File: src/rtl/step_seg_sequencer_if.sv
// Host segment stream and generator load bus shared by the segment sequencer,
// the host that feeds it and the acc_step_gen it drives.
interface step_seg_sequencer_if #(
  parameter int W = 32
);
  // Host command stream
  logic         cmd_valid;
  logic         cmd_ready;
  logic [W-1:0] cmd_dt;
  logic [W-1:0] cmd_steps;
  logic [4:0]   cmd_flags;   // [0]reset_dt [1]reset_steps [2]set_steps_limit [3]set_dt_limit [4]last

  // Generator load bus and status
  logic         gen_load;
  logic [W-1:0] gen_dt_val;
  logic [W-1:0] gen_steps_val;
  logic         gen_reset_dt;
  logic         gen_reset_steps;
  logic         gen_set_steps_limit;
  logic         gen_set_dt_limit;
  logic         gen_done;
  logic         gen_abort;

  // Sequencer side
  modport slave (
    input  cmd_valid, cmd_dt, cmd_steps, cmd_flags,
    output cmd_ready,
    output gen_load, gen_dt_val, gen_steps_val,
    output gen_reset_dt, gen_reset_steps, gen_set_steps_limit, gen_set_dt_limit,
    input  gen_done, gen_abort
  );

  // Host + generator side
  modport master (
    output cmd_valid, cmd_dt, cmd_steps, cmd_flags,
    input  cmd_ready,
    input  gen_load, gen_dt_val, gen_steps_val,
    input  gen_reset_dt, gen_reset_steps, gen_set_steps_limit, gen_set_dt_limit,
    output gen_done, gen_abort
  );
endinterface

File: src/rtl/step_seg_sequencer.sv
// Segment scheduler in front of one acc_step_gen: buffers host motion segments
// in a small FIFO and issues one registered gen_load per segment, each landing
// the cycle after the generator reports done. A segment flagged "last" ends the
// job with a stop-load; an abort while starved is recorded as underrun.
module step_seg_sequencer #(
  parameter int DEPTH_LOG2 = 2,
  parameter int W          = 32
) (
  input  logic                  clk,
  input  logic                  reset,
  step_seg_sequencer_if.slave   bus,
  input  logic                  start,
  input  logic                  stop,
  output logic                  busy,
  output logic                  underrun,
  output logic [DEPTH_LOG2:0]   fifo_level,
  output logic [31:0]           seg_count
);

  localparam int DEPTH  = 2 ** DEPTH_LOG2;
  localparam int F_LAST = 4;

  localparam logic [DEPTH_LOG2-1:0] PTR_ONE = 1;
  localparam logic [DEPTH_LOG2:0]   LVL_ONE = 1;

  typedef enum logic [1:0] {
    S_IDLE,
    S_RUN,
    S_WAIT_DATA,
    S_ABORTED
  } state_e;

  typedef struct packed {
    logic [W-1:0] dt;
    logic [W-1:0] steps;
    logic [4:0]   flags;
  } seg_t;

  state_e                state_q, state_d;
  seg_t                  mem_q [DEPTH];
  logic [DEPTH_LOG2-1:0] wr_ptr_q, rd_ptr_q;
  logic [DEPTH_LOG2:0]   level_q;
  logic                  last_q;        // last flag of the segment now running
  logic                  underrun_q;
  logic [31:0]           seg_count_q;

  logic                  gen_load_q;
  logic [W-1:0]          gen_dt_q, gen_steps_q;
  logic [3:0]            gen_flags_q;

  logic full, empty, push, fifo_wr;
  logic pop, flush, load_seg, load_stop, seg_from_bus;
  logic count_restart, set_underrun, clr_underrun;
  seg_t cmd_seg, head, load_data;

  // The level counter reaches DEPTH only when its MSB is set.
  assign full    = level_q[DEPTH_LOG2];
  assign empty   = (level_q == '0);
  assign cmd_seg = {bus.cmd_dt, bus.cmd_steps, bus.cmd_flags};
  assign head    = mem_q[rd_ptr_q];

  assign bus.cmd_ready = !full && !stop;
  assign push          = bus.cmd_valid && bus.cmd_ready;
  // A push arriving while starved goes straight to the generator, never into storage.
  assign fifo_wr       = push && !seg_from_bus;
  assign load_data     = seg_from_bus ? cmd_seg : head;

  // State register.
  // NOTE: sequential state uses non-blocking assignments so every register samples pre-edge values.
  always_ff @(posedge clk) begin
    if (reset) state_q <= S_IDLE;
    else       state_q <= state_d;
  end

  // Next-state and per-cycle control decisions; stop outranks everything else.
  // NOTE: every output of this block gets a default first, otherwise a latch is inferred.
  always_comb begin
    state_d       = state_q;
    pop           = 1'b0;
    flush         = 1'b0;
    load_seg      = 1'b0;
    load_stop     = 1'b0;
    seg_from_bus  = 1'b0;
    count_restart = 1'b0;
    set_underrun  = 1'b0;
    clr_underrun  = 1'b0;
    if (stop) begin
      flush = 1'b1;
      if (state_q != S_IDLE) begin
        load_stop = 1'b1;
        state_d   = S_IDLE;
      end
    end else begin
      case (state_q)
        S_IDLE, S_ABORTED: begin
          if (start && !empty) begin
            pop           = 1'b1;
            load_seg      = 1'b1;
            count_restart = 1'b1;
            clr_underrun  = 1'b1;
            state_d       = S_RUN;
          end
        end
        S_RUN: begin
          if (bus.gen_abort) begin
            set_underrun = 1'b1;
            state_d      = S_ABORTED;
          end else if (bus.gen_done) begin
            if (last_q) begin
              load_stop = 1'b1;
              state_d   = S_IDLE;
            end else if (!empty) begin
              pop      = 1'b1;
              load_seg = 1'b1;
            end else begin
              state_d = S_WAIT_DATA;
            end
          end
        end
        S_WAIT_DATA: begin
          if (push) begin
            seg_from_bus = 1'b1;
            load_seg     = 1'b1;
            state_d      = S_RUN;
          end else if (bus.gen_abort) begin
            set_underrun = 1'b1;
            state_d      = S_ABORTED;
          end
        end
        default: state_d = S_IDLE;
      endcase
    end
  end

  // Segment storage write port.
  // NOTE: storage is not reset; entries are only ever read while the level says they are valid.
  always_ff @(posedge clk) begin
    if (fifo_wr) mem_q[wr_ptr_q] <= cmd_seg;
  end

  // FIFO pointers and level; a flush empties the queue outright.
  always_ff @(posedge clk) begin
    if (reset || flush) begin
      wr_ptr_q <= '0;
      rd_ptr_q <= '0;
      level_q  <= '0;
    end else begin
      if (fifo_wr) wr_ptr_q <= wr_ptr_q + PTR_ONE;
      if (pop)     rd_ptr_q <= rd_ptr_q + PTR_ONE;
      case ({fifo_wr, pop})
        2'b10:   level_q <= level_q + LVL_ONE;
        2'b01:   level_q <= level_q - LVL_ONE;
        default: level_q <= level_q;
      endcase
    end
  end

  // Registered load pulse and payload to the generator; the stop-load sends all flags with zero values.
  always_ff @(posedge clk) begin
    if (reset) begin
      gen_load_q  <= 1'b0;
      gen_dt_q    <= '0;
      gen_steps_q <= '0;
      gen_flags_q <= '0;
    end else begin
      gen_load_q <= load_seg || load_stop;
      if (load_stop) begin
        gen_dt_q    <= '0;
        gen_steps_q <= '0;
        gen_flags_q <= 4'b1111;
      end else if (load_seg) begin
        gen_dt_q    <= load_data.dt;
        gen_steps_q <= load_data.steps;
        gen_flags_q <= load_data.flags[3:0];
      end
    end
  end

  // Job status: sticky underrun, segment counter and the running segment's last flag.
  always_ff @(posedge clk) begin
    if (reset) begin
      underrun_q  <= 1'b0;
      seg_count_q <= '0;
      last_q      <= 1'b0;
    end else begin
      if (set_underrun)      underrun_q <= 1'b1;
      else if (clr_underrun) underrun_q <= 1'b0;
      if (load_seg) begin
        seg_count_q <= count_restart ? 32'd1 : seg_count_q + 32'd1;
        last_q      <= load_data.flags[F_LAST];
      end
    end
  end

  assign bus.gen_load            = gen_load_q;
  assign bus.gen_dt_val          = gen_dt_q;
  assign bus.gen_steps_val       = gen_steps_q;
  assign bus.gen_reset_dt        = gen_flags_q[0];
  assign bus.gen_reset_steps     = gen_flags_q[1];
  assign bus.gen_set_steps_limit = gen_flags_q[2];
  assign bus.gen_set_dt_limit    = gen_flags_q[3];

  assign busy       = (state_q != S_IDLE);
  assign underrun   = underrun_q;
  assign fifo_level = level_q;
  assign seg_count  = seg_count_q;

endmodule

File: src/flat_wrapper.sv
// flat-port wrapper written by rule: the top's interface ports become plain ports
module step_seg_sequencer_flat 
#(
  parameter int DEPTH_LOG2 = 2,
  parameter int W          = 32
)
  (clk, reset, start, stop, busy, underrun, fifo_level, seg_count, bus_cmd_valid, bus_cmd_dt, bus_cmd_steps, bus_cmd_flags, bus_cmd_ready, bus_gen_load, bus_gen_dt_val, bus_gen_steps_val, bus_gen_reset_dt, bus_gen_reset_steps, bus_gen_set_steps_limit, bus_gen_set_dt_limit, bus_gen_done, bus_gen_abort);
  step_seg_sequencer_if #(.W(W)) bus_i ();
  input  logic clk;
  input  logic reset;
  input  logic start;
  input  logic stop;
  output logic busy;
  output logic underrun;
  output logic [DEPTH_LOG2:0] fifo_level;
  output logic [31:0] seg_count;
  input wire logic [$bits(bus_i.cmd_valid)-1:0] bus_cmd_valid;
  input wire logic [$bits(bus_i.cmd_dt)-1:0] bus_cmd_dt;
  input wire logic [$bits(bus_i.cmd_steps)-1:0] bus_cmd_steps;
  input wire logic [$bits(bus_i.cmd_flags)-1:0] bus_cmd_flags;
  output wire logic [$bits(bus_i.cmd_ready)-1:0] bus_cmd_ready;
  output wire logic [$bits(bus_i.gen_load)-1:0] bus_gen_load;
  output wire logic [$bits(bus_i.gen_dt_val)-1:0] bus_gen_dt_val;
  output wire logic [$bits(bus_i.gen_steps_val)-1:0] bus_gen_steps_val;
  output wire logic [$bits(bus_i.gen_reset_dt)-1:0] bus_gen_reset_dt;
  output wire logic [$bits(bus_i.gen_reset_steps)-1:0] bus_gen_reset_steps;
  output wire logic [$bits(bus_i.gen_set_steps_limit)-1:0] bus_gen_set_steps_limit;
  output wire logic [$bits(bus_i.gen_set_dt_limit)-1:0] bus_gen_set_dt_limit;
  input wire logic [$bits(bus_i.gen_done)-1:0] bus_gen_done;
  input wire logic [$bits(bus_i.gen_abort)-1:0] bus_gen_abort;
  assign bus_i.cmd_valid = bus_cmd_valid;
  assign bus_i.cmd_dt = bus_cmd_dt;
  assign bus_i.cmd_steps = bus_cmd_steps;
  assign bus_i.cmd_flags = bus_cmd_flags;
  assign bus_cmd_ready = bus_i.cmd_ready;
  assign bus_gen_load = bus_i.gen_load;
  assign bus_gen_dt_val = bus_i.gen_dt_val;
  assign bus_gen_steps_val = bus_i.gen_steps_val;
  assign bus_gen_reset_dt = bus_i.gen_reset_dt;
  assign bus_gen_reset_steps = bus_i.gen_reset_steps;
  assign bus_gen_set_steps_limit = bus_i.gen_set_steps_limit;
  assign bus_gen_set_dt_limit = bus_i.gen_set_dt_limit;
  assign bus_i.gen_done = bus_gen_done;
  assign bus_i.gen_abort = bus_gen_abort;
  step_seg_sequencer #(.DEPTH_LOG2(DEPTH_LOG2), .W(W)) u_core (.clk(clk), .reset(reset), .bus(bus_i), .start(start), .stop(stop), .busy(busy), .underrun(underrun), .fifo_level(fifo_level), .seg_count(seg_count));
endmodule
File: config.mk
export PLATFORM = sky130hd
export DESIGN_NAME = step_seg_sequencer_flat
export DESIGN_NICKNAME = d
export VERILOG_FILES = /design/src/rtl/step_seg_sequencer_if.sv /design/src/rtl/step_seg_sequencer.sv /design/src/flat_wrapper.sv
export SDC_FILE = /design/constraint.sdc
export NUM_CORES = 1
export LEC_CHECK = 0
export BUFFER_PORTS_ARGS = -buffer_cell sky130_fd_sc_hd__buf_2
export CAP_MARGIN = 5
export CORE_MARGIN = 1.5
export CORE_UTILIZATION = 54
export CTS_BUF_LIST = sky130_fd_sc_hd__clkbuf_8
export CTS_CLUSTER_SIZE = 25
export DETAILED_ROUTE_END_ITERATION = 6
export PLACE_DENSITY = 0.79
export SLEW_MARGIN = 20
export SYNTH_ARGS = -nofsm -noshare
export SYNTH_HDL_FRONTEND = slang
export SYNTH_SLANG_ARGS = --single-unit
File: constraint.sdc
create_clock -name clk -period 3.49 [get_ports clk]
set_clock_uncertainty 0.1 [all_clocks]
set_input_delay 0.5235 -clock clk [delete_from_list [all_inputs] [get_ports clk]]
set_output_delay 0.5235 -clock clk [all_outputs]
set_load 0.03 [all_outputs]
---- Word level (Yosys, flattened, before mapping) ----
Memories as Yosys holds them, arrays and structs flattened. A register that Yosys moved wholly into a read port is not among the register bits.
Index checks and enable logic that the tools add are counted.
storage, ports and cells
  bits in latches ......................... 0
  bits in read-only memories .............. 0
  output and inout bits ................... 107
  RAM bits ................................ 276
  memories kept ........................... 1
  flip-flop bits (word level) ............. 112
  input bits .............................. 76
operators by class
  bitwise operators ....................... 0
  equality and inequality tests ........... 10
  shifts and indexed selects .............. 0
  multipliers ............................. 0
  reduce and logical (&&, ||, !) cells .... 19
  add/sub/neg operators ................... 5
  muxes and demuxes ....................... 46
  div/mod/pow operators ................... 0
  $lt $le $gt $ge ......................... 0
memories
  memory        depth  width  rd ports  clocked after Yosys merged registers in  wr ports  RTL line                  text
  u_core.mem_q  4      69     1         1                                        1         step_seg_sequencer.sv:40  seg_t mem_q [DEPTH];
operator list
  cell                                                                   count
  69-bit 2-to-1 mux                                                      1
  32-bit by 1-bit adder with 32-bit output, second input constant        1
  32-bit 2-to-1 mux                                                      1
  1-bit 2-to-1 mux                                                       26
  2-bit 2-to-1 mux                                                       11
  4-bit 2-to-1 mux                                                       2
  2-bit nonzero test                                                     4
  2-bit equality test, second input constant                             3
  2-bit one-hot mux with 3 select lines                                  1
  3-bit one-hot mux with 2 select lines                                  1
  5-bit by 3-bit != test with 1-bit output, second input constant        1
  5-bit AND reduction                                                    1
  2-bit by 1-bit adder with 2-bit output, second input constant          2
  2-bit by 1-bit equality test with 1-bit output, second input constant  2
  1-bit logical AND                                                      4
  1-bit logical NOT                                                      4
  4-bit by 3-bit != test with 1-bit output, second input constant        1
  4-bit != test, second input constant                                   1
  1-bit one-hot mux with 2 select lines                                  2
  2-bit OR reduction                                                     2
  3-bit by 1-bit adder with 3-bit output, second input constant          1
  3-bit logical NOT                                                      1
  3-bit by 2-bit != test with 1-bit output, second input constant        1
  1-bit one-hot mux with 3 select lines                                  1
  other kinds (4)                                                        5

---- Depth between registers and ports, before layout ----
  depth in word-level cells ............... 10
  depth in mapped cells ................... 11

---- Least setup slack after synthesis ----
No wires, ideal clock.
  kind .................................... input port to flip-flop
  from .................................... in stop
  to ...................................... mem u_core.mem_q[0][0] in the netlist's numbering, enable pin
  data required time ...................... 2.955 ns
  data arrival time ....................... 2.821 ns
  cell stages on the path ................. 3
  slack ................................... 0.134 ns
  cell sequence ........................... buf_2 -> nor3b_1 -> and3_1
between the ends
  cells in the longest elaborated chain, start to end .. 10
RTL lines
  what                                        RTL line                   text
  from (decl)                                 flat_wrapper.sv:12         input logic stop;
  1-bit logical NOT                           step_seg_sequencer.sv:62   assign bus.cmd_ready = !full && !stop;
  1-bit logical AND                           step_seg_sequencer.sv:62
  1-bit logical AND                           step_seg_sequencer.sv:63   assign push = bus.cmd_valid && bus.cmd_ready;
  1-bit 2-to-1 mux                            step_seg_sequencer.sv:121  if (push) begin
  1-bit 2-to-1 mux                            step_seg_sequencer.sv:94   case (state_q)
  1-bit 2-to-1 mux                            step_seg_sequencer.sv:87   if (stop) begin
  1-bit logical NOT                           step_seg_sequencer.sv:65   assign fifo_wr = push && !seg_from_bus;
  1-bit logical AND (*)                       step_seg_sequencer.sv:65
  1-bit 2-to-1 mux (*)                        step_seg_sequencer.sv:138  if (fifo_wr) mem_q[wr_ptr_q] <= cmd_seg;
  1-bit 2-to-1 mux (not written as such) (*)  step_seg_sequencer.sv:138
  to (decl)                                   step_seg_sequencer.sv:40
Mark *: on every way between the ends. The rest lies on a longest branch, timed or not.

---- Worst setup path in the final report ----
  from .................................... reg u_core.state_q[0]
  to ...................................... reg u_core.level_q[2], in the netlist u_core.fifo_level[2]
between the ends
  elaborated cells between the ends (all ways) .. 15
RTL lines
  what                                                                                          RTL line                   text
  from (decl)                                                                                   step_seg_sequencer.sv:39   state_e state_q, state_d;
  from (signal assigned)                                                                        step_seg_sequencer.sv:72   else state_q <= state_d;
  2-bit equality test / 2-bit logical NOT (equally long branches)                               step_seg_sequencer.sv:94
  2-bit OR reduction                                                                            step_seg_sequencer.sv:94
  1-bit one-hot mux with 2 select lines (*)                                                     step_seg_sequencer.sv:94
  1-bit 2-to-1 mux (*)                                                                          step_seg_sequencer.sv:87
  named net u_core.pop                                                                          step_seg_sequencer.sv:52   logic pop, flush, load_seg, load_stop, seg_from_bus;
  2-bit by 1-bit equality test with 1-bit output / 2-bit equality test (equally long branches)  step_seg_sequencer.sv:150  case ({fifo_wr, pop})
  3-bit one-hot mux with 2 select lines / 2-bit nonzero test (equally long branches)            --
  to (signal assigned)                                                                          step_seg_sequencer.sv:151  2'b10: level_q <= level_q + LVL_ONE;
  to (signal assigned)                                                                          step_seg_sequencer.sv:152  2'b01: level_q <= level_q - LVL_ONE;
  to (signal assigned)                                                                          step_seg_sequencer.sv:153  default: level_q <= level_q;
  to (decl)                                                                                     step_seg_sequencer.sv:42   logic [DEPTH_LOG2:0] level_q;
The timed path passes the listed nets; every way through them passes the cells marked *.
A chain may end at the register's enable or synchronous reset.

==> qor.log <==
qor: clock_tree.clkLatencyLatePin 0.59 ns
qor: sta.final_setup_violations 0
qor: clock_tree.postCtsSetupRepairBufs 0
qor: floorplanning.i_o_pin_total 183
qor: sta.period_share 85.5%
qor: placed_design.numPortBuffers 182
qor: finish.final_cell_area 18100 sq um
qor: finish.drive_gt1_share 31.1%
qor: setup_path.worst-setup-path-type reg -> reg
qor: pwr.clock_power_share 39.4%
qor: sta.timing.fmax 0.335 GHz
qor: clock_tree.clk_path_buf_depth 3
qor: global_route.initial_antenna_violation_count 3
qor: clock_tree.clock-root-buffer clkbuf_8
qor: clock_tree.cts-hold-fix-buffers 0
qor: finish.final_util 64.7%
qor: global_route.grt_overflow_total 0
qor: placed_design.finalWeightedCongestion 0.838
qor: route.routedWlPerCell 20.3 um
qor: finish.syn2layout_area_growth 17.1%
qor: clock_tree.tritoncts.num_buffers 59
qor: logic_synthesis.synth.ff_latch_count 390
qor: finish.fin_nets 1258
qor: global_route.grt_util_met2 36.5%
qor: global_route.global_route_wire_length_before_repair 50.3 mm
qor: logic_synthesis.async_set_or_reset_flop_fraction_in_the_synthesized_netlist 0%
qor: route.route.final.wire_length 32.5 mm
qor: clock_tree.clk_sinks 390
qor: pwr.p_total 0.00894 W
qor: global_route.grt_start_max_net_pins 71
qor: finish.layout_commonest_cell edfxtp_1
qor: floorplanning.placement_rows 61
qor: logic_synthesis.synth_enable_flop_cells 276
qor: setup_path.kind_of_start_point_of_the_critical_path flop
qor: global_route.grt_usage 22.4%
qor: placed_design.dpl.hpwl 20.1 mm
qor: logic_synthesis.synth_area 15500 sq um
qor: outcome.status complete, no violations
qor: clock_tree.htreeDepth 2
qor: route.detailroute.via_count 9157
qor: pwr.power-per-cell-area 493 nW/um^2
qor: pwr.vdd_ir_drop_max 466 uV
qor: global_route.grt_pass1_vias 9223
qor: flow_run.maxCapViolCount 0
qor: pwr.static-leakage-power 6.11 nW
qor: route.route.detailed.vias_per_inst 5.72
qor: sta.final-hold-violation-count 0
qor: floorplanning.die_h 172 um
qor: route.drt_first_iter_violations 706
qor: logic_synthesis.syn-instance-count 961
qor: logic_synthesis.sequential_cell_area_fraction_in_the_yosys_report 68.3%
qor: finish.layout.cells.most_common_list 276 x edfxtp_1, 182 x buf_2, 112 x dfxtp_1, 106 x nor2_1, 76 x a211oi_1
qor: pwr.switching_share 21.8%
qor: pwr.power.share.sequential 56.5%
qor: finish.fill_cells 2000
qor: global_route.grt.busiest_layer met2
qor: sta.slew-limit-headroom 46.0%
qor: logic_synthesis.synth.avg_cell_area 16.1 sq um
qor: sta.fin_hold_ws 0.0589 ns
qor: logic_synthesis.synthFlopType edfxtp_1
qor: floorplanning.floorplan.die.width 172 um
qor: placed_design.placed_cell_area 17000 sq um
qor: setup_path.path_max_fanout 9
qor: route.detail_route.drc_violations 0
qor: logic_synthesis.synth_fp_nets 1047
qor: setup_path.critical_path_required 3.91 ns
qor: pwr.p_int 0.00699 W
qor: setup_path.cp.arrival 3.41 ns
qor: sta.setup_total_negative_slack 0 ns
qor: pwr.power_frac_comb 4.1%
qor: sta.rsz0062_at_grt false
qor: pwr.p_switching 0.00195 W
qor: floorplanning.initial_utilization 55.2%
qor: logic_synthesis.synth.distinct_cells 58
qor: clock_tree.post_cts_resize_count 0
qor: min_path.min_path_type in -> reg
qor: sta.max_slew.worst_pin.slew 0.808 ns
qor: clock_tree.cts.reportedPaths.clkPinSlew 0.07 ns
qor: floorplanning.core_area 28000 sq um
qor: route.drtAntennaViolNets 0
qor: logic_synthesis.yosys_warnings 0
qor: sta.maxSlewViolCount 0
qor: setup_path.end_kind flop
qor: clock_tree.tritoncts done
qor: global_route.global_route.usage.met1 30.5%
qor: sta.fin_crit 2.98 ns
qor: global_route.grtUsageMet3 5.20%
qor: floorplanning.die_area 29700 sq um
qor: route.detailedRoute.firstPassIterationCount 5
path summary, 6_finish.rpt:
check	slack (ns)	endpoint	cells past startpoint	startpoint
setup / recovery	0.51	u_core.fifo_level[2]$_SDFFE_PP0P_	11	u_core.state_q[0]$_SDFFE_PP0P_
hold / removal	0.06	u_core.mem_q[3][14]$_DFFE_PP_	1	bus_cmd_steps[9]
setup reg to reg	0.51	u_core.fifo_level[2]$_SDFFE_PP0P_	11	u_core.state_q[0]$_SDFFE_PP0P_
hold reg to reg	0.37	u_core.underrun$_SDFFE_PP0P_	2	u_core.underrun$_SDFFE_PP0P_
stage by stage:
stage	std cells	worst slack, ns
2_1_floorplan	961	0.134
5_1_grt	1599	0.302
3_3_place_gp	1489	0.584
6_report	1601	0.505
4_1_cts	1599	0.502
3_5_place_dp	1489	0.526
sequential cells by signal (all words and copies together), names as in the netlist, named ones only:
signal                    cells
u_core.bus.gen_dt_val        32
u_core.bus.gen_load           1
u_core.bus.gen_steps_val     32
u_core.fifo_level             3
u_core.gen_flags_q            4
u_core.last_q                 1
u_core.mem_q                276
u_core.rd_ptr_q               2
u_core.seg_count             32
u_core.state_q                2
u_core.underrun               1
u_core.wr_ptr_q               2
power by group through the flow:
stage | sequential (W) | combinational, W | clock (W)
finish | 0.00505 | 0.000369 | 0.00352
global route | 0.00505 | 0.000402 | 0.00379
CTS | 0.00505 | 0.000371 | 0.00360
detailed placement | 0.00514 | 0.000370 | 0
global placement | 0.00514 | 0.000357 | 0
floorplan | 0.00518 | 0.000162 | 0
kinds of logic after synthesis:
family	count (synthesis)	share of synthesized area, %
fa+ha+maj	10	0.857
compound gates	132	6.77
flops	390	68.3
xor+xnor	24	1.36
simple gates	190	6.06
buf+inv	77	2.13
mux	138	14.5
cell usage after synthesis, drive strengths merged (2+ instances only):
cell / instances / share of area (%)
and3: 8 / 0.32
a21oi: 13 / 0.42
o21ai: 7 / 0.23
nand4: 7 / 0.28
inv: 18 / 0.44
nand2: 18 / 0.44
nor3: 8 / 0.36
nor2: 106 / 2.6
a31oi: 4 / 0.16
nand3: 12 / 0.50
o21bai: 3 / 0.15
nand2b: 3 / 0.12
and4: 4 / 0.23
buf: 27 / 0.92
ha: 9 / 0.73
edfxtp: 276 / 54
and2: 2 / 0.081
or3: 5 / 0.20
or4: 5 / 0.24
xnor2: 16 / 0.91
mux4: 69 / 10
clkbuf: 32 / 0.78
or4b: 2 / 0.13
o31ai: 5 / 0.24
o211ai: 5 / 0.24
nand4bb: 2 / 0.15
or2: 2 / 0.081
xor2: 8 / 0.45
dfxtp: 114 / 15
a211oi: 76 / 3.7
a2111oi: 7 / 0.81
mux2i: 69 / 4.5
o2111ai: 3 / 0.17
area by class of cell:
cell class / instances / area, sq um / area share [%]
well taps: 378 / 473 / 2.61
repair buffers: 209 / 1260 / 6.97
diodes: 2 / 5.00 / 0.0276
flip-flops and latches: 390 / 10600 / 58.4
inverters: 18 / 67.6 / 0.373
multi-input cells: 494 / 4600 / 25.4
clock buffers: 67 / 922 / 5.09
clock inverters: 43 / 209 / 1.15
per-layer routing:
metal | share of wire [%] | wire length (um)
met5 | 0.080 | 26
met1 | 43 | 14100
met2 | 48 | 15600
met4 | 1.5 | 471
met3 | 6.9 | 2230
critical path, stage by stage (launching register included):
cell and delay (ns):
dfxtp_1 0.36, inv_1 0.08, ha_1 0.41, nand2b_1 0.19, a2111oi_1 0.38, buf_4 0.19, ha_1 0.17, inv_1 0.06
fa_1 0.37, xor2_1 0.15, or3_1 0.31, a21oi_1 0.15
Power figures use the tool's default switching activity.
